## src/rtl/leb128_decoder.sv

```systemverilog
// LEB128 immediate decoder: consumes one encoded byte per cycle and produces a
// 64-bit value with length and error status for the instruction decode stage.
module leb128_decoder (
  input  logic        clk,
  input  logic        reset,
  input  logic        start,
  input  logic        is_signed,
  input  logic        is_64,
  input  logic [7:0]  byte_in,
  input  logic        byte_valid,
  output logic        byte_ready,
  output logic [63:0] value,
  output logic        value_valid,
  input  logic        value_ready,
  output logic [3:0]  length,
  output logic [1:0]  error,
  output logic        busy
);

  typedef enum logic [1:0] {
    IDLE  = 2'd0,
    ACCUM = 2'd1,
    DONE  = 2'd2
  } state_t;

  state_t      state_r;
  logic        is_signed_r;
  logic        is_64_r;
  logic [63:0] acc_r;
  logic [3:0]  count_r;
  logic        byte_ready_r;
  logic        value_valid_r;
  logic [63:0] value_r;
  logic [3:0]  length_r;
  logic [1:0]  error_r;
  logic        busy_r;

  logic        accept_s;
  logic [3:0]  count_next_s;
  logic [3:0]  max_count_s;
  logic        last_s;
  logic        final_s;
  logic [6:0]  shift_s;
  logic [6:0]  fill_shift_s;
  logic [63:0] acc_next_s;
  logic [63:0] fill_mask_s;
  logic [63:0] extended_s;
  logic [63:0] result_s;
  logic [1:0]  err_s;

  // The bits of the maximal final byte that lie beyond the target width must be
  // zero (unsigned) or a pure sign extension (signed).
  function automatic logic unused_bits_ok(input logic sgn, input logic w64,
                                          input logic [6:0] b);
    logic ok_s;
    ok_s = 1'b0;
    case ({sgn, w64})
      2'b00:   ok_s = (b[6:4] == 3'b000);
      2'b10:   ok_s = (b[6:3] == 4'h0) || (b[6:3] == 4'hF);
      2'b01:   ok_s = (b[6:1] == 6'd0);
      2'b11:   ok_s = (b == 7'h00) || (b == 7'h7F);
      default: ok_s = 1'b0;
    endcase
    return ok_s;
  endfunction

  // Next-accumulator, sign fill, width folding and error classification.
  always_comb begin
    accept_s     = (state_r == ACCUM) && byte_ready_r && byte_valid;
    count_next_s = count_r + 4'd1;
    max_count_s  = is_64_r ? 4'd10 : 4'd5;
    last_s       = (count_next_s == max_count_s);
    final_s      = !byte_in[7] || last_s;
    shift_s      = {3'b000, count_r} * 7'd7;
    fill_shift_s = {3'b000, count_next_s} * 7'd7;
    acc_next_s   = acc_r | ({57'd0, byte_in[6:0]} << shift_s);
    // A shift of 64 or more leaves an empty mask, so a full-length value gets no fill.
    fill_mask_s  = {64{1'b1}} << fill_shift_s;
    if (is_signed_r && byte_in[6]) begin
      extended_s = acc_next_s | fill_mask_s;
    end else begin
      extended_s = acc_next_s;
    end
    if (is_64_r) begin
      result_s = extended_s;
    end else if (is_signed_r) begin
      result_s = {{32{extended_s[31]}}, extended_s[31:0]};
    end else begin
      result_s = {32'd0, extended_s[31:0]};
    end
    if (byte_in[7]) begin
      err_s = 2'd1;
    end else if (last_s && !unused_bits_ok(is_signed_r, is_64_r, byte_in[6:0])) begin
      err_s = 2'd2;
    end else begin
      err_s = 2'd0;
    end
  end

  // Control FSM with all handshake and result outputs registered.
  always_ff @(posedge clk or negedge reset) begin
    if (!reset) begin
      state_r       <= IDLE;
      is_signed_r   <= 1'b0;
      is_64_r       <= 1'b0;
      acc_r         <= 64'd0;
      count_r       <= 4'd0;
      byte_ready_r  <= 1'b0;
      value_valid_r <= 1'b0;
      value_r       <= 64'd0;
      length_r      <= 4'd0;
      error_r       <= 2'd0;
      busy_r        <= 1'b0;
    end else begin
      case (state_r)
        IDLE: begin
          byte_ready_r  <= 1'b0;
          value_valid_r <= 1'b0;
          if (start) begin
            is_signed_r  <= is_signed;
            is_64_r      <= is_64;
            acc_r        <= 64'd0;
            count_r      <= 4'd0;
            byte_ready_r <= 1'b1;
            busy_r       <= 1'b1;
            state_r      <= ACCUM;
          end
        end
        ACCUM: begin
          if (accept_s) begin
            acc_r   <= acc_next_s;
            count_r <= count_next_s;
            if (final_s) begin
              state_r       <= DONE;
              byte_ready_r  <= 1'b0;
              value_valid_r <= 1'b1;
              length_r      <= count_next_s;
              error_r       <= err_s;
              value_r       <= (err_s != 2'd0) ? 64'd0 : result_s;
            end
          end
        end
        DONE: begin
          if (value_ready) begin
            value_valid_r <= 1'b0;
            busy_r        <= 1'b0;
            state_r       <= IDLE;
          end
        end
        default: begin
          byte_ready_r  <= 1'b0;
          value_valid_r <= 1'b0;
          busy_r        <= 1'b0;
          state_r       <= IDLE;
        end
      endcase
    end
  end

  assign byte_ready  = byte_ready_r;
  assign value       = value_r;
  assign value_valid = value_valid_r;
  assign length      = length_r;
  assign error       = error_r;
  assign busy        = busy_r;

endmodule

```

## config.mk

```make
export PLATFORM = sky130hd
export DESIGN_NAME = leb128_decoder
export DESIGN_NICKNAME = d
export VERILOG_FILES = /design/src/rtl/leb128_decoder.sv
export SDC_FILE = /design/constraint.sdc
export NUM_CORES = 1
export LEC_CHECK = 0
export BUFFER_PORTS_ARGS = -buffer_cell sky130_fd_sc_hd__buf_2
export CORE_MARGIN = 2
export CORE_UTILIZATION = 35
export CTS_CLUSTER_DIAMETER = 40
export DETAILED_ROUTE_END_ITERATION = 8
export MAX_ROUTING_LAYER = met4
export PLACE_DENSITY = 0.54
export SYNTH_ARGS = -nofsm -noshare
export SYNTH_HDL_FRONTEND = slang
export SYNTH_SLANG_ARGS = --single-unit
```

## constraint.sdc

```tcl
create_clock -name clk -period 5.2 [get_ports clk]
set_clock_uncertainty 0.2 [all_clocks]
set_input_delay 0.26 -clock clk [delete_from_list [all_inputs] [get_ports clk]]
set_output_delay 0.26 -clock clk [all_outputs]
set_load 0.01 [all_outputs]
```

==> flow_summary.toml <==
[floorplan]
die_w_um = 146
initial_core_util_pct = 35.8
rows = 51
io-pin-count = 88
die-area_um2 = 21200
coreArea_um2 = 19600
die_y_um = 146

[sta]
finalCritPeriodShare_pct = 83.7
tightest_slew_ps = 1100
finalHoldViolCount = 0
setup_violations = 0
maxSlewViolCount = 0
setup_tns_ps = 0
fin_crit_ps = 4350
clock.fmax_mhz = 230
slew_headroom_pct = 26.7
layout_setup_ws_ps = 847
rsz0062_at_grt = "no"

[critical_path]
cp-end-kind = "register"
cp.arrival_ps = 4520
worstSetupStartpointType = "register"
required_ps = 5370
crit_type = "register to register"
critPathMaxFanout = 13

[logic_synthesis]
synth-xor-area-share_pct = 2.23
synth_compound_area_share_pct = 27.5
synth-simple-area-share_pct = 12.0
synth_edf_count = 0
synth_adder_area_share_pct = 1.25
yosysUniqueCellTypes = 60
avgSynthCellArea_um2 = 10.1
ys_ff_latch = 145
synth.area.mux_share_pct = 0.446
async_flop_share_pct = 100
synthCells = 698
synth_top_family_by_area = "compound AO/OA/AOI/OAI gates"
synth_flop_cell = "dfrtp_1"
synthesis.area_um2 = 7020
ys_seq_area_share_pct = 51.7
yosys_warnings = 0
syn_nets = 720

[cts]
root_buffer = "clkbuf_16"
cts.sinks = 145
cts_resized = 0
cts_tree = "yes"
htreeDepth = 4
ctsLongestPathBuffers = 2
clock_latency_ps = 430
path_clk_slew_ps = 70
cts_buffers = 17

[power_and_ir_drop]
p_int_w = 0.00288
powerDensity_nw_per_um2 = 622
power_w = 0.00511
power_switching_share_pct = 43.6
clockPowerShare_pct = 23.7
seqPwrFrac_pct = 31.6
p_leak_nw = 3.82
netSwitchingPower_w = 0.00223
pwr-share-comb_pct = 44.7
vdd_drop_max_v = 0.000306

[hold_path]
hold_path_class = "input port to register"

[placement]
place.gp.congestion = 0.941
dp_hpwl_um = 15800
dp_slack_ps = 874
io_buffer_count = 87

[detailed_routing]
routed_wirelength_um = 23200
ant_nets = 0
num_vias = 5962
via_per_inst = 5.74
first_pass_iters = 5
route.detailed.drc = 0
drtIter0Drc = 578
wl_per_cell_um = 22.3

[finish]
nets = 783
syn_to_final_growth_pct = 17.0
mostFrequentLayoutCells = "dfrtp_1, a21oi_1, buf_2"
antenna-diode-count = 0
post_route_cells_drive_above_1_share_pct = 20.0
final_util_pct = 41.9
layout_commonest_cell = "dfrtp_1"

[global_routing]
grt_overflow = 0
antenna_found_initial = 0
grt_pass1_vias = 5820
grt_max_degree = 90
track_usage_pct = 22.8
grt_pass1_wl_um = 35900

[flow_run]
cap_violations = 0

[run_status]
status = "finished, final reports clean"
[final cells by class]
type,count,area (um^2)
Clock buffer,20,457
Clock inverter,12,123
Fill cell,1921,11400
Inverter,8,30.0
Multi-Input combinational cell,483,3050
Sequential cell,145,3630
Tap cell,265,332
Timing Repair Buffer,106,594
[Yosys cell counts (10+ instances only)]
master	number	share of area (%)
buf_2	12	0.86
clkbuf_1	37	2.0
o21ai_0	30	2.1
nand2_1	42	2.2
nor2_1	58	3.1
nand3_1	25	1.8
o21ai_1	10	0.71
o211ai_1	16	1.7
a22o_1	80	10
o31ai_1	11	1.2
a21oi_1	106	7.6
dfrtp_1	145	52
nor2b_1	13	1.2
[final timing paths]
check	depth (start not counted)	start	end	slack, ps
worst min register to register	1	value[52]	value[52]	300
max in group asynchronous	3	reset	acc_r[8]	3270
min in group asynchronous	2	reset	value[37]	270
worst max register to register	11	count_r[1]	value[2]	850
worst max-delay path	11	count_r[1]	value[2]	850
worst min-delay path	3	byte_in[7]	error[0]	60
[power by group through the flow]
stage	Sequential, W	Clock (W)	Combinational, W
2_1_floorplan	0.00168	0	0.00129
3_3_place_gp	0.00163	0	0.00225
3_5_place_dp	0.00164	0	0.00225
4_1_cts	0.00162	0.00122	0.00226
5_1_grt	0.00166	0.00128	0.00245
6_report	0.00161	0.00121	0.00228
[routing by layer]
metal | part of all wire (%) | vias to the layer above | wire [um] | global-route usage (%)
met5 | 0 | - | 0 | -
met2 | 46 | 251 | 10700 | 33.8
li1 | - | 2689 | - | -
met1 | 46 | 2987 | 10600 | 31.3
met3 | 6.1 | 35 | 1410 | 4.42
met4 | 2.3 | 0 | 534 | 7.84
[what timing repair did]
| action | in CTS | in global routing |
|---|---|---|
| hold endpoints to repair | 93 | 0 |
| buffers inserted | 0 | 0 |
| hold buffers | 4 | 0 |
[registers in the layout, indices dropped and copies added (netlist names)]
register and count:
length 4, count_r 4, error 2, value 64
is_signed_r 1, busy 1, acc_r 64, state_r 2
is_64_r 1, value_valid 1, byte_ready 1
[per-stage QoR]
step / hold WS (ps) / cell area [um^2] / instances
after CTS: 39.2 / 8210 / 1039
after floorplan: -236 / 7020 / 698
after global routing: 61.6 / 8210 / 1039
final: 55.9 / 8210 / 1039
after global placement: 189 / 7590 / 1003
after detailed placement: 192 / 7590 / 1003
[logic make-up after synthesis]
| group | Yosys count |
|---|---|
| AOI/OAI and AO/OA | 286 |
| xor gates and xnor gates | 14 |
| adders and majority gates | 7 |
| buffers and inverters | 70 |
| DFF | 145 |
| muxes | 3 |
| and+or+nand+nor | 173 |
[worst max-delay path: stages, from the launching register on]
cell     delay (ps)
dfrtp_1         660
ha_1            570
xnor2_2         190
xnor2_1         170
ha_1            290
ha_1            290
a21o_1          230
a21oi_1         450
nand3_1         250
or3_1           470
o31ai_1         340
a22o_1          190
Power figures use the tool's default switching activity.
